### src/rtl/char_wr_arbiter.sv
// Write-port owner for the 80x60 VGA character buffer: round-robin arbitration
// between two requesters plus a full-screen clear sequencer.
`timescale 1ns/1ps

module char_wr_arbiter #(
   parameter int          COLS      = 80,
   parameter int          ROWS      = 60,
   parameter int          ADDR_W    = 13,
   parameter logic [7:0]  FILL_CHAR = 8'h20
) (
   input  logic              clk,
   input  logic              rst,
   input  logic              clr_req,
   output logic              clr_busy,
   output logic              clr_done,
   input  logic              a_req,
   input  logic [ADDR_W-1:0] a_addr,
   input  logic [7:0]        a_data,
   output logic              a_gnt,
   input  logic              b_req,
   input  logic [ADDR_W-1:0] b_addr,
   input  logic [7:0]        b_data,
   output logic              b_gnt,
   output logic [ADDR_W-1:0] buf_addr,
   output logic [7:0]        buf_data,
   output logic              buf_wr_en,
   output logic              oor_err
);

   typedef enum logic [1:0] {IDLE, WRITE, CLEAR} state_e;

   localparam logic [ADDR_W-1:0] CELLS     = ADDR_W'(COLS * ROWS);
   localparam logic [ADDR_W-1:0] LAST_CELL = ADDR_W'(COLS * ROWS - 1);

   state_e            state_q, state_d;
   logic [ADDR_W-1:0] cnt_q, cnt_d;
   logic              clr_last_q, clr_last_d;
   logic              clr_pend_q, clr_pend_d;
   logic              ptr_q, ptr_d;           // 1 = A won last, so B is favoured next
   logic [ADDR_W-1:0] buf_addr_q, buf_addr_d;
   logic [7:0]        buf_data_q, buf_data_d;
   logic              wr_en_q, wr_en_d;
   logic              a_gnt_q, a_gnt_d;
   logic              b_gnt_q, b_gnt_d;
   logic              busy_q, busy_d;
   logic              done_q, done_d;
   logic              oor_q, oor_d;

   logic              grant_a, grant_b;
   logic [ADDR_W-1:0] win_addr;
   logic [7:0]        win_data;

   always_comb begin
      // NOTE: every signal gets a default before any branch so no latch is inferred.
      state_d    = state_q;
      cnt_d      = cnt_q;
      clr_last_d = clr_last_q;
      clr_pend_d = clr_pend_q;
      ptr_d      = ptr_q;
      buf_addr_d = buf_addr_q;
      buf_data_d = buf_data_q;
      wr_en_d    = 1'b0;
      a_gnt_d    = 1'b0;
      b_gnt_d    = 1'b0;
      done_d     = 1'b0;
      oor_d      = oor_q;
      grant_a    = 1'b0;
      grant_b    = 1'b0;
      win_addr   = a_addr;
      win_data   = a_data;

      case (state_q)
         IDLE: begin
            if (clr_pend_q) begin
               state_d    = CLEAR;
               cnt_d      = '0;
               clr_last_d = 1'b0;
               clr_pend_d = 1'b0;
            end else begin
               if (a_req && b_req) begin
                  grant_a = ~ptr_q;
                  grant_b = ptr_q;
               end else begin
                  grant_a = a_req;
                  grant_b = b_req;
               end
               if (grant_b) begin
                  win_addr = b_addr;
                  win_data = b_data;
               end
               if (grant_a || grant_b) begin
                  state_d = WRITE;
                  a_gnt_d = grant_a;
                  b_gnt_d = grant_b;
                  ptr_d   = grant_a;
                  // Out-of-range writes are still granted so the requester never stalls.
                  if (win_addr < CELLS) begin
                     wr_en_d    = 1'b1;
                     buf_addr_d = win_addr;
                     buf_data_d = win_data;
                  end else begin
                     oor_d = 1'b1;
                  end
               end
            end
         end
         WRITE: state_d = IDLE;
         CLEAR: begin
            if (clr_last_q) begin
               state_d    = IDLE;
               done_d     = 1'b1;
               clr_last_d = 1'b0;
            end else begin
               wr_en_d    = 1'b1;
               buf_addr_d = cnt_q;
               buf_data_d = FILL_CHAR;
               if (cnt_q == LAST_CELL) clr_last_d = 1'b1;
               else                    cnt_d      = cnt_q + ADDR_W'(1);
            end
         end
         default: state_d = IDLE;
      endcase

      if (clr_req && (state_q != CLEAR)) clr_pend_d = 1'b1;
      busy_d = clr_pend_d || (state_d == CLEAR);
   end

   always_ff @(posedge clk) begin
      if (rst) begin
         state_q    <= IDLE;
         cnt_q      <= '0;
         clr_last_q <= 1'b0;
         clr_pend_q <= 1'b0;
         ptr_q      <= 1'b0;
         buf_addr_q <= '0;
         buf_data_q <= '0;
         wr_en_q    <= 1'b0;
         a_gnt_q    <= 1'b0;
         b_gnt_q    <= 1'b0;
         busy_q     <= 1'b0;
         done_q     <= 1'b0;
         oor_q      <= 1'b0;
      end else begin
         // NOTE: non-blocking so every register samples pre-edge values.
         state_q    <= state_d;
         cnt_q      <= cnt_d;
         clr_last_q <= clr_last_d;
         clr_pend_q <= clr_pend_d;
         ptr_q      <= ptr_d;
         buf_addr_q <= buf_addr_d;
         buf_data_q <= buf_data_d;
         wr_en_q    <= wr_en_d;
         a_gnt_q    <= a_gnt_d;
         b_gnt_q    <= b_gnt_d;
         busy_q     <= busy_d;
         done_q     <= done_d;
         oor_q      <= oor_d;
      end
   end

   assign clr_busy  = busy_q;
   assign clr_done  = done_q;
   assign a_gnt     = a_gnt_q;
   assign b_gnt     = b_gnt_q;
   assign buf_addr  = buf_addr_q;
   assign buf_data  = buf_data_q;
   assign buf_wr_en = wr_en_q;
   assign oor_err   = oor_q;

endmodule

### config.mk
export PLATFORM = sky130hd
export DESIGN_NAME = char_wr_arbiter
export DESIGN_NICKNAME = d
export VERILOG_FILES = /design/src/rtl/char_wr_arbiter.sv
export SDC_FILE = /design/constraint.sdc
export NUM_CORES = 1
export LEC_CHECK = 0
export ABC_AREA = 1
export CAP_MARGIN = 20
export CORE_UTILIZATION = 34
export CTS_CLUSTER_DIAMETER = 30
export DETAILED_ROUTE_END_ITERATION = 10
export GPL_ROUTABILITY_DRIVEN = 0
export PLACE_DENSITY = 0.58
export SLEW_MARGIN = 20
export SYNTH_ARGS = -nofsm -noshare
export SYNTH_HDL_FRONTEND = slang
export SYNTH_SLANG_ARGS = --single-unit
### constraint.sdc
create_clock -name clk -period 3.1 [get_ports clk]
set_input_delay 0.62 -clock clk [delete_from_list [all_inputs] [get_ports clk]]
set_output_delay 0.62 -clock clk [all_outputs]
set_load 0.01 [all_outputs]
==> results.cfg <==
[clocking]
clk_path_buf_depth = 2
clk_latency_ps = 310
cts_setup_buffers = 0
cts_tree = yes
clk_pin_slew_ps = 100
cts_buffers = 5
clock_sinks = 45
cts_max_level = 2
cts_hold_buffers = 0
cts-root-buf = clkbuf_8
cts_resized = 0

[logic_synthesis]
ys.warnings.count = 0
netlist_instances = 385
netlist_area_sq_um = 2540
avgSynthCellArea_sq_um = 6.60
synthArstFlopShare_pct = 0
synth_flop_cell = dfxtp_1
syn_nets = 433
synth_edf_count = 0
yosysSeqAreaShare_pct = 35.4
synth_cell_types = 33
ys_ff_latch = 45

[route]
drtPass1Iterations = 7
routed_via_density = 4.65
wl_per_cell_um = 12.7
num_vias = 2557
drtAntennaViolNets = 0
wl_um = 7000
drt_iter0_drc = 164
drc = 2

[worst_setup_path]
critPathLaunchType = input port
cp_max_fo = 24
critical_path_class = input port to flop
cp-end-kind = flop
cp.arrival_ps = 2550
max_stage_delay_ps = 660
crit_slowest_cell = clkdlybuf4s50_1
crit_top_cell = nand2_1
required_ps = 3310
cp_cell_sequence = clkdlybuf4s50_1, nand2_4, nand2_1, nand2_1, inv_1, a21o_1, nand3_2, nand2_2, nand2_1, nand2_1, nor2_1

[floorplanning]
die_h_um = 88.5
num_rows = 31
die_x_um = 88.5
start_util_pct = 35.1
dieArea_sq_um = 7830
ioPinCount = 74
coreArea_sq_um = 7250

[grt]
grt_max_degree = 28
grtUsageTotal_pct = 18.7
grt_pass1_vias = 2353
grt_pass1_wl_um = 11200
grt_remaining_overflow = 0
antenna_found_initial = 0

[sta]
fin_skew_ps = 11.3
finalCritPeriodShare_pct = 75.3
grt_setup_unrepaired = false
fmax_mhz = 428
setup_viol = 0
setup_tns_ps = 0
worst_slack_ps = 764
fin_crit_ps = 2340
finalHoldViolCount = 0
worstMarginPinSlew_ps = 776
maxSlewHeadroom_pct = 48.2
maxSlewViolCount = 0

[final_layout]
design_area_sq_um = 3410
fin_cells = 550
antenna_cells = 0
final_nets = 498
final_common_cell = nand2_1
final_cell_mix = 103 x nand2_1, 73 x clkdlybuf4s50_1, 65 x nor2_1
synthToLayoutAreaGrowth_pct = 34.0
drive_gt1_share_pct = 8.20

[pwr]
p_leak_uw = 0.00146
pwr-share-clk_pct = 26.3
pwr-share-seq_pct = 39.5
powerDensity_nw_per_um2 = 514
vdd_drop_max_v = 0.000201
power.net_switching_uw = 578
p_int_uw = 1170
power_frac_comb_pct = 34.2
netSwitchingFraction_pct = 33.0

[placed_design]
dpl_cell_area_sq_um = 3290
portBuffers = 73
dp_hpwl_um = 5120
pre_cts_slack_ps = 432
place_inst = 542

[hold_path]
hp-class = flop to flop

[run_status]
status = complete, but fails checks
violations = design-rule violations

[run]
cap_violations = 0
## per-stage QoR
stage          power, uW  util, %  hold slack (ps)
2_1_floorplan       1080        -              448
3_3_place_gp        1300     45.4              457
3_5_place_dp        1310     45.4              472
4_1_cts             1780     47.0              491
5_1_grt             1880     47.0              506
6_report            1750     47.0              486
## layout make-up
class                   instances  area [sq um]
flip-flops and latches         45           901
clock inverters                 3          46.3
repair buffers                 78           768
inverters                      32           120
fillers                       778          3850
well taps                      99           124
clock buffers                   5          68.8
multi-input cells             288          1380
## registers in the layout, summed over array words and instances, names as in the netlist, 2 cells and up
signal	flops
buf_addr	13
buf_data	8
state_q	2
cnt_q	13
## Yosys cell counts (2+ instances only)
library cell | instances | area share [%]
nand2_1 | 103 | 15
nor2_1 | 65 | 9.6
dfxtp_1 | 45 | 35
inv_1 | 29 | 4.3
nand3_1 | 23 | 4.5
o21ai_0 | 23 | 4.5
a21oi_1 | 16 | 3.1
nand3b_1 | 11 | 3.2
a21oi_2 | 9 | 3.1
nor3_1 | 9 | 1.8
clkbuf_1 | 7 | 1.0
nand4_1 | 6 | 1.5
buf_2 | 5 | 0.98
buf_6 | 5 | 2.2
nand2_2 | 4 | 0.98
inv_2 | 3 | 0.44
nand2_4 | 3 | 1.3
a21o_1 | 2 | 0.59
buf_4 | 2 | 0.59
xor2_1 | 2 | 0.69
## logic make-up (layout without fill, tap and decap cells)
family / count (synthesis) / after routing / synth area share (%)
AOI/OAI and AO/OA: 56 / 56 / 13.5
xor gates and xnor gates: 2 / 2 / 0.689
adders and majority gates: 1 / 1 / 0.492
buffers and inverters: 52 / 118 / 10.3
DFF: 45 / 45 / 35.4
and+or+nand+nor: 229 / 229 / 39.5
## routing by layer
layer | wire length [um] | up-vias | part of all wire (%) | track usage (%)
li1 | - | 1358 | - | -
met1 | 3300 | 1120 | 47 | 23.5
met2 | 3160 | 72 | 45 | 32.5
met3 | 450 | 7 | 6.4 | 3.82
met4 | 87 | 0 | 1.2 | 5.28
met5 | 0 | - | 0 | 0
## final timing paths
check | slack [ps] | to | start | depth (start not counted)
max | 760 | buf_addr[2] | b_req | 11
min | 490 | buf_data[3] | buf_data[3] | 2
max reg2reg | 1140 | cnt_q[4] | cnt_q[0] | 11
min reg2reg | 490 | buf_data[3] | buf_data[3] | 2
## power by group through the flow
stage,combinational (uW),clock (uW),sequential (uW)
CTS,605,481,693
global route,672,502,702
floorplan,353,0,729
global placement,598,0,704
finish,598,459,692
detailed placement,603,0,706
## critical path, delay by kind of cell
family / cells / cell delay, ps
AND/OR/NAND/NOR: 8 / 1080
buffers and inverters: 2 / 730
AO/OA/AOI/OAI: 1 / 120
(Power assumes the default switching activity.)
